### src/rtl/vdp_video_timing.sv
// Raster timing generator for the VDP display path: registered sync/blank, scaled
// window source coordinates, and sticky line/vblank interrupt flags.
module vdp_video_timing #(
  parameter int H_ACTIVE        = 640,
  parameter int H_FP            = 16,
  parameter int H_SYNC          = 96,
  parameter int H_BP            = 48,
  parameter int V_ACTIVE        = 480,
  parameter int V_FP            = 10,
  parameter int V_SYNC          = 2,
  parameter int V_BP            = 33,
  parameter bit SYNC_ACTIVE_LOW = 1'b1,
  parameter int SCALE           = 2,
  parameter int WIN_X0          = 64,
  parameter int WIN_Y0          = 48,
  parameter int WIN_W           = 256,
  parameter int WIN_H           = 192,
  localparam int H_TOTAL = H_ACTIVE + H_FP + H_SYNC + H_BP,
  localparam int V_TOTAL = V_ACTIVE + V_FP + V_SYNC + V_BP,
  localparam int HW      = $clog2(H_TOTAL),
  localparam int VW      = $clog2(V_TOTAL)
) (
  input  logic          clk,
  input  logic          reset,
  input  logic          pix_en_i,
  input  logic [7:0]    line_reload_i,
  input  logic          line_irq_ack_i,
  input  logic          vblank_irq_ack_i,
  output logic [HW-1:0] h_cnt_o,
  output logic [VW-1:0] v_cnt_o,
  output logic          hsync_o,
  output logic          vsync_o,
  output logic          blank_o,
  output logic          src_valid_o,
  output logic [8:0]    src_x_o,
  output logic [8:0]    src_y_o,
  output logic          line_irq_o,
  output logic          vblank_irq_o,
  output logic          frame_start_o
);

  localparam int HS_BEG = H_ACTIVE + H_FP;
  localparam int HS_END = H_ACTIVE + H_FP + H_SYNC;
  localparam int VS_BEG = V_ACTIVE + V_FP;
  localparam int VS_END = V_ACTIVE + V_FP + V_SYNC;
  localparam int WX_LIM = WIN_X0 + WIN_W * SCALE;
  localparam int WY_LIM = WIN_Y0 + WIN_H * SCALE;

  localparam logic [HW-1:0] H_LAST = HW'(H_TOTAL - 1);
  localparam logic [VW-1:0] V_LAST = VW'(V_TOTAL - 1);
  localparam logic [HW-1:0] WX_BEG = HW'(WIN_X0);
  localparam logic [VW-1:0] WY_BEG = VW'(WIN_Y0);
  localparam logic [HW-1:0] WX_END = HW'(WX_LIM);
  localparam logic [VW-1:0] WY_END = VW'(WY_LIM);
  localparam logic [1:0]    SUB_LAST = 2'(SCALE - 1);

  logic [HW-1:0] h_q, h_d;
  logic [VW-1:0] v_q, v_d;
  logic [1:0]    sub_x_q, sub_x_d, sub_y_q, sub_y_d;
  logic [8:0]    x_q, x_d, y_q, y_d;
  logic [7:0]    line_cnt_q, line_cnt_d;
  logic          hsync_q, hsync_d, vsync_q, vsync_d, blank_q, blank_d;
  logic          src_valid_q, src_valid_d;
  logic [8:0]    src_x_q, src_x_d, src_y_q, src_y_d;
  logic          line_irq_q, line_irq_d, vblank_irq_q, vblank_irq_d;
  logic          frame_start_q, frame_start_d;
  logic          h_wrap, in_h, in_v, blank_n, valid_n;

  // Every decode uses the next-state counters so outputs line up with h_cnt/v_cnt.
  always_comb begin
    h_d           = h_q;
    v_d           = v_q;
    sub_x_d       = sub_x_q;
    x_d           = x_q;
    sub_y_d       = sub_y_q;
    y_d           = y_q;
    line_cnt_d    = line_cnt_q;
    hsync_d       = hsync_q;
    vsync_d       = vsync_q;
    blank_d       = blank_q;
    src_valid_d   = src_valid_q;
    src_x_d       = src_x_q;
    src_y_d       = src_y_q;
    line_irq_d    = line_irq_q & ~line_irq_ack_i;
    vblank_irq_d  = vblank_irq_q & ~vblank_irq_ack_i;
    frame_start_d = 1'b0;
    h_wrap        = (h_q == H_LAST);
    in_h          = 1'b0;
    in_v          = 1'b0;
    blank_n       = 1'b0;
    valid_n       = 1'b0;

    if (pix_en_i) begin
      h_d = h_wrap ? '0 : h_q + 1'b1;
      if (h_wrap) v_d = (v_q == V_LAST) ? '0 : v_q + 1'b1;

      in_h    = (int'(h_d) >= WIN_X0) && (int'(h_d) < WX_LIM);
      in_v    = (int'(v_d) >= WIN_Y0) && (int'(v_d) < WY_LIM);
      blank_n = (int'(h_d) >= H_ACTIVE) || (int'(v_d) >= V_ACTIVE);
      valid_n = in_h && in_v && !blank_n;

      hsync_d = ((int'(h_d) >= HS_BEG) && (int'(h_d) < HS_END)) ^ SYNC_ACTIVE_LOW;
      vsync_d = ((int'(v_d) >= VS_BEG) && (int'(v_d) < VS_END)) ^ SYNC_ACTIVE_LOW;
      blank_d = blank_n;

      if (!in_h || h_d == WX_BEG) begin
        sub_x_d = '0;
        x_d     = '0;
      end else if (sub_x_q == SUB_LAST) begin
        sub_x_d = '0;
        x_d     = x_q + 9'd1;
      end else begin
        sub_x_d = sub_x_q + 2'd1;
      end

      // Row replication only steps when the line advances.
      if (h_wrap) begin
        if (!in_v || v_d == WY_BEG) begin
          sub_y_d = '0;
          y_d     = '0;
        end else if (sub_y_q == SUB_LAST) begin
          sub_y_d = '0;
          y_d     = y_q + 9'd1;
        end else begin
          sub_y_d = sub_y_q + 2'd1;
        end
      end

      src_valid_d = valid_n;
      src_x_d     = valid_n ? x_d : '0;
      src_y_d     = valid_n ? y_d : '0;

      if (h_d == WX_END) begin
        if (!in_v) begin
          line_cnt_d = line_reload_i;
        end else if (sub_y_q == SUB_LAST) begin
          if (line_cnt_q == 8'd0) begin
            line_cnt_d = line_reload_i;
            line_irq_d = 1'b1;
          end else begin
            line_cnt_d = line_cnt_q - 8'd1;
          end
        end
        if (v_d == WY_END) vblank_irq_d = 1'b1;
      end

      frame_start_d = (h_d == '0) && (v_d == '0);
    end
  end

  always_ff @(posedge clk or posedge reset) begin
    if (reset) begin
      h_q           <= '0;
      v_q           <= '0;
      sub_x_q       <= '0;
      x_q           <= '0;
      sub_y_q       <= '0;
      y_q           <= '0;
      line_cnt_q    <= 8'hFF;
      hsync_q       <= SYNC_ACTIVE_LOW;
      vsync_q       <= SYNC_ACTIVE_LOW;
      blank_q       <= 1'b0;
      src_valid_q   <= 1'b0;
      src_x_q       <= '0;
      src_y_q       <= '0;
      line_irq_q    <= 1'b0;
      vblank_irq_q  <= 1'b0;
      frame_start_q <= 1'b0;
    end else begin
      h_q           <= h_d;
      v_q           <= v_d;
      sub_x_q       <= sub_x_d;
      x_q           <= x_d;
      sub_y_q       <= sub_y_d;
      y_q           <= y_d;
      line_cnt_q    <= line_cnt_d;
      hsync_q       <= hsync_d;
      vsync_q       <= vsync_d;
      blank_q       <= blank_d;
      src_valid_q   <= src_valid_d;
      src_x_q       <= src_x_d;
      src_y_q       <= src_y_d;
      line_irq_q    <= line_irq_d;
      vblank_irq_q  <= vblank_irq_d;
      frame_start_q <= frame_start_d;
    end
  end

  assign h_cnt_o       = h_q;
  assign v_cnt_o       = v_q;
  assign hsync_o       = hsync_q;
  assign vsync_o       = vsync_q;
  assign blank_o       = blank_q;
  assign src_valid_o   = src_valid_q;
  assign src_x_o       = src_x_q;
  assign src_y_o       = src_y_q;
  assign line_irq_o    = line_irq_q;
  assign vblank_irq_o  = vblank_irq_q;
  assign frame_start_o = frame_start_q;

endmodule
### config.mk
export PLATFORM = sky130hd
export DESIGN_NAME = vdp_video_timing
export DESIGN_NICKNAME = d
export VERILOG_FILES = /design/src/rtl/vdp_video_timing.sv
export SDC_FILE = /design/constraint.sdc
export NUM_CORES = 1
export LEC_CHECK = 0
export ABC_AREA = 1
export CORE_MARGIN = 4
export CORE_UTILIZATION = 60
export DETAILED_ROUTE_END_ITERATION = 8
export PLACE_DENSITY_LB_ADDON = 0.1
export REMOVE_ABC_BUFFERS = 1
export SETUP_SLACK_MARGIN = 0.05
export SYNTH_ARGS = -nofsm -noshare
export SYNTH_HDL_FRONTEND = slang
export SYNTH_SLANG_ARGS = --single-unit
### constraint.sdc
create_clock -name clk -period 5 [get_ports clk]
set_input_delay 1.5 -clock clk [delete_from_list [all_inputs] [get_ports clk]]
set_output_delay 1.5 -clock clk [all_outputs]
set_load 0.1 [all_outputs]
==> results.py, run 1 <==
metrics = {
    "pwr": {
        "vdd.ir_drop.worst_v": 0.000352,
        "leakage_component_of_the_power_nw": 2.65,
        "cellPowerDensity_mw_per_mm2": 438,
    },
    "logic_synthesis": {
        "yosys.cell_types.count": 36,
        "main_combinational_cell_family_by_area_after_synthesis": "simple AND/OR/NAND/NOR gates",
        "synth-compound-area-share_pct": 7.79,
        "synth_async_sr_flop_share_pct": 100,
        "synth-edff-count": 0,
        "parity_gate_share_of_the_synthesized_area_counting_xor_and_xnor_cells_pct": 3.30,
        "synth.area.top_cells": "sky130_fd_sc_hd__dfrtp_1 (36%), sky130_fd_sc_hd__nand2_1 (16%), sky130_fd_sc_hd__inv_1 (6.4%), sky130_fd_sc_hd__nand3_1 (6.3%), sky130_fd_sc_hd__dfstp_2 (5.8%)",
        "area_share_of_fa_ha_maj_cells_after_synthesis_pct": 2.22,
        "postSynth.topFlopCell": "sky130_fd_sc_hd__dfrtp_1",
        "synth-seq-area-share_pct": 41.9,
        "netlist_top_cells_count": "sky130_fd_sc_hd__nand2_1 (197), sky130_fd_sc_hd__inv_1 (77), sky130_fd_sc_hd__dfrtp_1 (65), sky130_fd_sc_hd__nand3_1 (57), sky130_fd_sc_hd__nor2_1 (48)",
        "synth_area_leader_cell": "sky130_fd_sc_hd__dfrtp_1",
        "synthDominantCellAreaShare_pct": 36.0,
        "syn-mean-instance-area_sq_um": 7.19,
        "synth-simple-area-share_pct": 36.0,
        "synth_most_common_cell": "sky130_fd_sc_hd__nand2_1",
        "synth-seq-cells": 75,
        "synthMuxAreaShare_pct": 0.250,
        "yosysWarnings": 0,
        "post_synth_inst_count": 628,
        "syn-cell-area_sq_mm": 0.00451,
    },
    "clocking": {
        "clk_pin_slew_worst_paths_ns": 0.09,
        "post_cts_resized": 0,
        "tritoncts": "done",
        "clkLatencyLatePin_ns": 0.36,
        "postCtsHoldBufs": 0,
        "clock-root-buffer": "sky130_fd_sc_hd__clkbuf_8",
        "cts.sink_count": 75,
        "postCtsSetupBuffers": 0,
        "clock_path_buffers": 2,
        "htree_num_levels": 3,
        "numCtsBuffers": 9,
    },
    "final_layout": {
        "num_antenna_cells": 0,
        "final_util_pct": 74.3,
        "final_nets": 704,
        "ff_latch_area_sq_mm": 0.00189,
        "fill_cells": 623,
        "design_area_sq_mm": 0.00542,
        "layout-area-overhead-vs-synth_pct": 20.1,
        "multi_input_area_sq_mm": 0.00224,
        "layout-drive-gt1-share_pct": 9.30,
    },
    "timing": {
        "timing_hold_violations_final": 0,
        "slew_violations": 0,
        "worst_slew_pin_slew_ns": 1.02,
        "rsz0062_at_grt": "no",
        "final.period_utilization_pct": 72.5,
        "maxSlewHeadroom_pct": 32.0,
        "tns_ns": 0,
        "setup_viol": 0,
        "achievable-frequency_mhz": 276,
        "finalCriticalPeriod_ns": 3.63,
        "finClkSkew_ns": 0.0132,
    },
    "min_path": {
        "min_path_type": "reg -> reg",
    },
    "setup_path": {
        "timing.critical_path.fanout_max": 11,
        "critical-path-top-delay-family": "buffers and inverters",
        "path_buf_inv": 1,
        "critical_path_class": "reg -> out",
        "worst_setup_path_end_kind": "primary output",
        "crit_path_start_kind": "flip-flop",
        "critical_path_required_ns": 3.50,
        "cells_along_the_critical_path": "clkdlybuf4s50_1",
        "worst-endpoint-arrival_ns": 2.13,
        "critical-path-slowest-cell": "sky130_fd_sc_hd__clkdlybuf4s50_1",
        "timing.critical_path.slowest_cell_delay_ns": 1.20,
    },
    "die": {
        "die_area_sq_mm": 0.00897,
        "ios": 58,
        "die_w_um": 94.7,
        "fp_rows": 31,
        "chipHeight_um": 94.7,
        "starting_density_of_the_core_pct": 61.9,
        "floorplan.core_area_sq_mm": 0.00729,
    },
    "grt": {
        "first_global_vias": 4151,
        "overall_track_demand_over_capacity_in_global_routing_pct": 26.7,
        "antenna_violations_before_repair": 0,
        "global_route_wire_length_before_repair_um": 18900,
        "grt_max_degree": 76,
        "grt-ovfl-total": 0,
    },
    "detailed_routing": {
        "drc_errors": 0,
        "routed_via_count": 4267,
        "routedWlPerCell_um": 14.1,
        "drt_pass1_iterations": 5,
        "routed_wirelength_um": 11100,
        "drt_via_density": 5.42,
        "detail-route-antenna-nets": 0,
        "detailedRoute.firstIterationViolations": 399,
    },
    "outcome": {
        "run_status": "finished clean",
    },
    "placement": {
        "gp_congestion": 0.884,
        "place_hpwl_um": 7530,
        "i_o_buffers": 57,
        "place_area_sq_mm": 0.00515,
    },
    "flow_run": {
        "maxCapViolCount": 0,
    },
}
## cell usage in the layout, fill, tap and decap left out, drive strengths merged, types with 8 or more instances in the layout
cell and instances:
clkbuf 9, clkdlybuf4s50 57, dfrtp 65, dfstp 10
ha 8, inv 82, nand2 204, nand3 60
nand4 21, nor2 62, nor3 8, o21ai 59
xor2 14
## path summary, 6_finish.rpt
kind                                                   to  depth (start not counted)                 startpoint  slack [ns]
worst max-delay path                           h_cnt_o[5]                          1     h_cnt_o[5]$_DFFE_PP0P_        1.37
max in group asynchronous          v_cnt_o[8]$_DFFE_PP0P_                          3                      reset        2.64
worst min register to register  line_cnt_q[1]$_DFFE_PP1P_                          2  line_cnt_q[1]$_DFFE_PP1P_        0.48
min in group asynchronous          src_x_o[5]$_DFFE_PP0P_                          3                      reset        1.76
worst min-delay path            line_cnt_q[1]$_DFFE_PP1P_                          2  line_cnt_q[1]$_DFFE_PP1P_        0.48
worst max register to register     src_x_o[6]$_DFFE_PP0P_                         13     h_cnt_o[0]$_DFFE_PP0P_        2.11
## cell families after synthesis
| kind of cell | count (synthesis) |
|---|---|
| multiplexers | 1 |
| flip-flops | 75 |
| XOR/XNOR | 17 |
| adder cells (fa/ha/maj) | 8 |
| AND/OR/NAND/NOR | 360 |
| AO/OA/AOI/OAI | 69 |
| buffers and inverters | 98 |
## area by class of cell
class | count | area share, %
Multi-Input combinational cell | 455 | 41.2
Clock buffer | 9 | 2.28
Inverter | 82 | 5.70
Timing Repair Buffer | 60 | 10.9
Tap cell | 99 | 2.28
Clock inverter | 7 | 2.70
Sequential cell | 75 | 34.8
## metrics by stage
stage | hold slack, ns | total power [mW] | setup WS (ns) | cells
2_1_floorplan | 0.454 | 1.50 | 1.61 | 612
6_report | 0.484 | 2.37 | 1.37 | 787
4_1_cts | 0.484 | 2.38 | 1.37 | 787
5_1_grt | 0.511 | 2.49 | 1.32 | 787
3_5_place_dp | 0.470 | 1.74 | 1.32 | 771
3_3_place_gp | 0.465 | 1.72 | 1.37 | 771
## power breakdown
group          total [mW]  switching (mW)  internal, mW
sequential          0.789           0.102         0.687
clock               0.640           0.254         0.387
combinational       0.945           0.725         0.220
## routing by layer
metal	vias to the layer above	share of wire (%)	global-route usage [%]
met5	-	0	0
met4	0	2.8	12.4
met3	30	5.5	4.62
met2	152	48	42.7
met1	1970	44	35.5
li1	2115	-	-
## sequential cells by signal (all words and copies together) (netlist names)
register / count
blank_o: 1
frame_start_o: 1
h_cnt_o: 10
hsync_o: 1
line_cnt_q: 8
line_irq_o: 1
src_valid_o: 1
src_x_o: 9
src_y_o: 9
sub_x_q: 2
sub_y_q: 2
v_cnt_o: 10
vblank_irq_o: 1
vsync_o: 1
x_q: 9
y_q: 9
No activity file was read; power rests on OpenSTA's default activity.
==> run 2, diff against run 1 <==
- CORE_UTILIZATION: 60 -> 51
- clock period: 5 -> 3.25 ns (I/O delays scaled with it)
==> results.py, run 2 (synthesized netlist as in run 1, its figures left out) <==
metrics = {
    "clocking": {
        "clock-root-buffer": "sky130_fd_sc_hd__clkbuf_8",
        "tritoncts": "done",
        "clk_pin_slew_worst_paths_ns": 0.08,
        "numCtsBuffers": 9,
        "cts.sink_count": 75,
        "clock_path_buffers": 2,
        "htree_num_levels": 3,
        "post_cts_resized": 0,
        "clkLatencyLatePin_ns": 0.35,
        "postCtsSetupBuffers": 0,
        "postCtsHoldBufs": 0,
    },
    "outcome": {
        "run_status": "finished clean",
    },
    "final_layout": {
        "layout-drive-gt1-share_pct": 16.1,
        "design_area_sq_mm": 0.00527,
        "most-common-layout-cells": "sky130_fd_sc_hd__nand2_1 (197), sky130_fd_sc_hd__inv_1 (75), sky130_fd_sc_hd__dfrtp_1 (65)",
        "final_util_pct": 60.7,
        "layout-area-overhead-vs-synth_pct": 16.7,
        "layout.cells.non_filler": 799,
        "final_nets": 707,
        "num_antenna_cells": 0,
        "commonest_non_fill_non_tap_cell_in_the_layout": "sky130_fd_sc_hd__nand2_1",
    },
    "grt": {
        "grt-ovfl-total": 0,
        "overall_track_demand_over_capacity_in_global_routing_pct": 22.2,
        "gr-usage-met2_pct": 35.4,
        "grt_max_degree": 76,
        "m1_gr_usage_pct": 30.4,
        "grt_use_met3_pct": 4.03,
        "first_global_vias": 3954,
        "grt.busiest_layer": "met2",
        "antenna_violations_before_repair": 0,
        "global_route_wire_length_before_repair_um": 18500,
    },
    "pwr": {
        "vdd.ir_drop.worst_v": 0.000511,
        "cellPowerDensity_mw_per_mm2": 625,
        "power_frac_clock_pct": 19.6,
        "design_power_total_mw": 3.29,
        "cellInternalPower_mw": 1.65,
        "leakage_component_of_the_power_nw": 2.69,
        "power.net_switching_mw": 1.64,
        "power_frac_comb_pct": 43.5,
        "switching_share_of_total_power_pct": 50.0,
        "share_seq_of_total_power_pct": 36.9,
    },
    "die": {
        "chipHeight_um": 102,
        "starting_density_of_the_core_pct": 52.0,
        "die_w_um": 102,
        "ios": 58,
        "fp_rows": 34,
        "floorplan.core_area_sq_mm": 0.00868,
        "die_area_sq_mm": 0.0104,
    },
    "setup_path": {
        "path_buf_inv": 0,
        "critical_path_class": "reg -> reg",
        "critical-path-slowest-cell": "sky130_fd_sc_hd__dfrtp_1",
        "worst-endpoint-arrival_ns": 3.04,
        "worst_setup_path_end_kind": "flip-flop",
        "timing.critical_path.slowest_cell_delay_ns": 0.49,
        "critical-path-top-delay-family": "simple AND/OR/NAND/NOR gates",
        "critical_path_required_ns": 3.51,
        "cells_along_the_critical_path": "ha_1 -> nand2_2 -> nor2_4 -> nand4_4 -> o21ai_0 -> nor2_1 -> nand2_1 -> nor2_1 -> nor2_2 -> nand3_2 -> nand2_2 -> nand2_1 -> o21ai_0",
        "crit_path_start_kind": "flip-flop",
        "timing.critical_path.fanout_max": 17,
    },
    "detailed_routing": {
        "detail-route-antenna-nets": 0,
        "routedWlPerCell_um": 13.7,
        "drt_via_density": 5.25,
        "drt_pass1_iterations": 5,
        "routed_via_count": 4195,
        "detailedRoute.firstIterationViolations": 265,
        "routed_wirelength_um": 11000,
        "drc_errors": 0,
    },
    "placement": {
        "placed_cell_count": 783,
        "i_o_buffers": 57,
        "preCtsSetupSlack_ns": 0.492,
        "place_hpwl_um": 7930,
        "place_area_sq_mm": 0.00510,
        "gp_congestion": 0.957,
    },
    "timing": {
        "setup_ws_ns": 0.472,
        "setup_viol": 0,
        "worst_slew_pin_slew_ns": 0.649,
        "maxSlewHeadroom_pct": 56.1,
        "finClkSkew_ns": 0.0117,
        "final.period_utilization_pct": 85.5,
        "tns_ns": 0,
        "rsz0062_at_grt": "no",
        "timing_hold_violations_final": 0,
        "finalCriticalPeriod_ns": 2.78,
        "slew_violations": 0,
        "achievable-frequency_mhz": 360,
        "timing.hold.ws_ns": 0.485,
    },
    "flow_run": {
        "maxCapViolCount": 0,
    },
    "min_path": {
        "min_path_type": "reg -> reg",
    },
}
run 2: layer usage:
metal  wire (um)  share of wire, %  vias up
li1            -                 -     2119
met4         213               1.9        0
met1        5120                47     1956
met5           0                 0        -
met3         557               5.1       20
met2        5080                46      100
run 2: worst paths after layout:
path	start	to	slack (ns)	cells past startpoint
hold reg to reg	line_cnt_q[7]$_DFFE_PP1P_	line_cnt_q[7]$_DFFE_PP1P_	0.48	2
min in group asynchronous	reset	src_x_o[3]$_DFFE_PP0P_	1.02	3
max in group asynchronous	reset	line_cnt_q[5]$_DFFE_PP1P_	1.86	3
setup reg to reg	h_cnt_o[0]$_DFFE_PP0P_	y_q[1]$_DFFE_PP0P_	0.47	13
hold / removal	line_cnt_q[7]$_DFFE_PP1P_	line_cnt_q[7]$_DFFE_PP1P_	0.48	2
setup / recovery	h_cnt_o[0]$_DFFE_PP0P_	y_q[1]$_DFFE_PP0P_	0.47	13
run 2: layout make-up:
class	instances	area [sq um]
Tap cell	108	135
Fill cell	836	3410
Inverter	82	309
Clock inverter	6	41.3
Sequential cell	75	1890
Multi-Input combinational cell	455	2240
Timing Repair Buffer	63	528
Clock buffer	10	128
run 2: power groups by stage:
| stage | logic, mW | clock network (mW) | registers (mW) |
|---|---|---|---|
| CTS | 1.44 | 0.662 | 1.21 |
| global placement | 1.42 | 0 | 1.22 |
| floorplan | 0.483 | 0 | 1.83 |
| finish | 1.43 | 0.645 | 1.21 |
| global route | 1.53 | 0.707 | 1.24 |
| detailed placement | 1.43 | 0 | 1.23 |
run 2: tightest hold or removal path, stage by stage, from the launching register on:
cell and delay, ns:
sky130_fd_sc_hd__dfstp_2 0.38, sky130_fd_sc_hd__nand2_1 0.06, sky130_fd_sc_hd__nand2_1 0.05
==> run 3, diff against run 2 <==
- GPL_ROUTABILITY_DRIVEN: not set -> 0
- PLACE_DENSITY_LB_ADDON: 0.1 -> 0.25
==> results.py, run 3 (synthesized netlist as in run 1, its figures left out) <==
metrics = {
    "outcome": {
        "run_status": "finished clean",
    },
    "clocking": {
        "htree_num_levels": 3,
        "cts.sink_count": 75,
        "post_cts_resized": 0,
        "clock-root-buffer": "sky130_fd_sc_hd__clkbuf_8",
        "postCtsHoldBufs": 0,
        "clk_pin_slew_worst_paths_ns": 0.09,
        "postCtsSetupBuffers": 0,
        "clock_path_buffers": 2,
        "numCtsBuffers": 9,
        "clkLatencyLatePin_ns": 0.36,
        "tritoncts": "done",
    },
    "detailed_routing": {
        "routed_wirelength_um": 11000,
        "route.layer.met1.wl_um": 4860,
        "drt_via_density": 5.34,
        "detailedRoute.firstIterationViolations": 282,
        "drc_errors": 0,
        "dr_wl_met3_um": 735,
        "met2RoutedLength_um": 5250,
        "routed_via_count": 4259,
        "route.top_layer_used": "met4",
        "drt_pass1_iterations": 6,
        "detail-route-antenna-nets": 0,
        "routedWlPerCell_um": 13.8,
    },
    "die": {
        "starting_density_of_the_core_pct": 52.0,
        "fp_rows": 34,
        "chipHeight_um": 102,
        "floorplan.core_area_sq_mm": 0.00868,
        "die_area_sq_mm": 0.0104,
        "ios": 58,
        "die_w_um": 102,
    },
    "min_path": {
        "min_delay_path_depth": 2,
        "min-delay-start": "line_cnt_q[0]$_DFFE_PP1P_",
        "min_path_type": "reg -> reg",
        "hold-path-endpoint": "line_cnt_q[0]$_DFFE_PP1P_",
    },
    "grt": {
        "grt_max_degree": 76,
        "global_route_wire_length_before_repair_um": 18900,
        "overall_track_demand_over_capacity_in_global_routing_pct": 22.5,
        "grt-ovfl-total": 0,
        "antenna_violations_before_repair": 0,
        "first_global_vias": 4052,
    },
    "pwr": {
        "vdd.ir_drop.worst_v": 0.000375,
        "design_power_total_mw": 3.48,
        "leakage_component_of_the_power_nw": 2.72,
        "cellPowerDensity_mw_per_mm2": 656,
    },
    "setup_path": {
        "worst-r2r-cell-count": 13,
        "worst-endpoint-arrival_ns": 2.96,
        "timing.critical_path.fanout_max": 17,
        "crit_path_start_kind": "flip-flop",
        "rr_endpoint": "y_q[8]$_DFFE_PP0P_",
        "critical_path_required_ns": 3.53,
        "worstReg2RegStart": "h_cnt_o[0]$_DFFE_PP0P_",
        "worst_setup_path_end_kind": "flip-flop",
        "critical_path_class": "reg -> reg",
        "setup.reg_to_reg.worst_slack_ns": 0.57,
    },
    "final_layout": {
        "commonest_non_fill_non_tap_cell_in_the_layout": "sky130_fd_sc_hd__nand2_1",
        "most-common-layout-cells": "sky130_fd_sc_hd__nand2_1 (197), sky130_fd_sc_hd__inv_1 (76), sky130_fd_sc_hd__dfrtp_1 (65)",
        "design_area_sq_mm": 0.00531,
        "num_antenna_cells": 0,
        "final_nets": 706,
        "fill_cells": 796,
        "layout.cells.non_filler": 798,
        "layout-drive-gt1-share_pct": 16.1,
        "layout-area-overhead-vs-synth_pct": 17.6,
    },
    "placement": {
        "placed_cell_count": 782,
        "place_hpwl_um": 8070,
        "i_o_buffers": 57,
        "place_area_sq_mm": 0.00508,
    },
    "timing": {
        "worst_slew_pin_slew_ns": 0.570,
        "maxSlewHeadroom_pct": 61.5,
        "timing_hold_violations_final": 0,
        "slew_violations": 0,
        "tns_ns": 0,
        "achievable-frequency_mhz": 373,
        "finClkSkew_ns": 0.0125,
        "final.period_utilization_pct": 82.5,
        "finalCriticalPeriod_ns": 2.68,
        "setup_viol": 0,
        "rsz0062_at_grt": "no",
    },
    "flow_run": {
        "maxCapViolCount": 0,
    },
}
==> run 3: changes by cell type in the layout (fill, tap and decap cells not counted), sizes merged <==
cell      change
buf           -1
bufinv        +2
clkinv        -3
clkinvlp      -2
inv           +3
==> run 3: final cells by class <==
type	count	area (sq um)	area share [%]
clock buffer	10	138	2.59
sequential	75	1890	35.6
multi-input combinational	455	2240	42.1
tap	108	135	2.55
clock inverter	6	93.8	1.77
inverter	82	309	5.82
timing repair buffer	62	508	9.57
==> run 3: worst max-delay path by stage <==
stage / from / to / depth (start not counted)
final: h_cnt_o[0]$_DFFE_PP0P_ / y_q[8]$_DFFE_PP0P_ / 13
after global routing: h_cnt_o[1]$_DFFE_PP0P_ / y_q[1]$_DFFE_PP0P_ / 13
after CTS: h_cnt_o[0]$_DFFE_PP0P_ / y_q[8]$_DFFE_PP0P_ / 13
after detailed placement: h_cnt_o[0]$_DFFE_PP0P_ / y_q[8]$_DFFE_PP0P_ / 13
after global placement: pix_en_i / v_cnt_o[7]$_DFFE_PP0P_ / 4
after floorplan: h_cnt_o[0]$_DFFE_PP0P_ / y_q[0]$_DFFE_PP0P_ / 14
==> run 3: report_power, final <==
| group | internal (mW) | switching, mW |
|---|---|---|
| sequential | 1.06 | 0.153 |
| clock | 0.462 | 0.379 |
| combinational | 0.311 | 1.12 |
==> run 3: stage by stage <==
step	hold slack (ns)	utilization, %	setup WS, ns
floorplan	0.454	-	0.269
global placement	0.463	58.5	0.650
detailed placement	0.465	58.5	0.612
CTS	0.479	61.2	0.589
global route	0.510	61.2	0.335
finish	0.479	61.2	0.569
==> run 3: worst max-delay path, cell delays in order, from the launching register on <==
cell	delay [ns]
sky130_fd_sc_hd__dfrtp_1	0.48
sky130_fd_sc_hd__ha_1	0.22
sky130_fd_sc_hd__nand2_2	0.10
sky130_fd_sc_hd__nor2_4	0.15
sky130_fd_sc_hd__nand4_4	0.24
sky130_fd_sc_hd__o21ai_0	0.42
sky130_fd_sc_hd__nor2_1	0.07
sky130_fd_sc_hd__nand2_1	0.08
sky130_fd_sc_hd__nor2_1	0.06
sky130_fd_sc_hd__nor2_2	0.17
sky130_fd_sc_hd__nand3_2	0.10
sky130_fd_sc_hd__nand2_2	0.22
sky130_fd_sc_hd__nand2_1	0.11
sky130_fd_sc_hd__o21ai_0	0.16
==> run 3: per-layer routing <==
layer,up-vias,GRT usage (%)
li1,2119,-
met1,1986,30.9
met2,140,36.1
met3,14,4.10
met4,0,7.47
met5,-,0
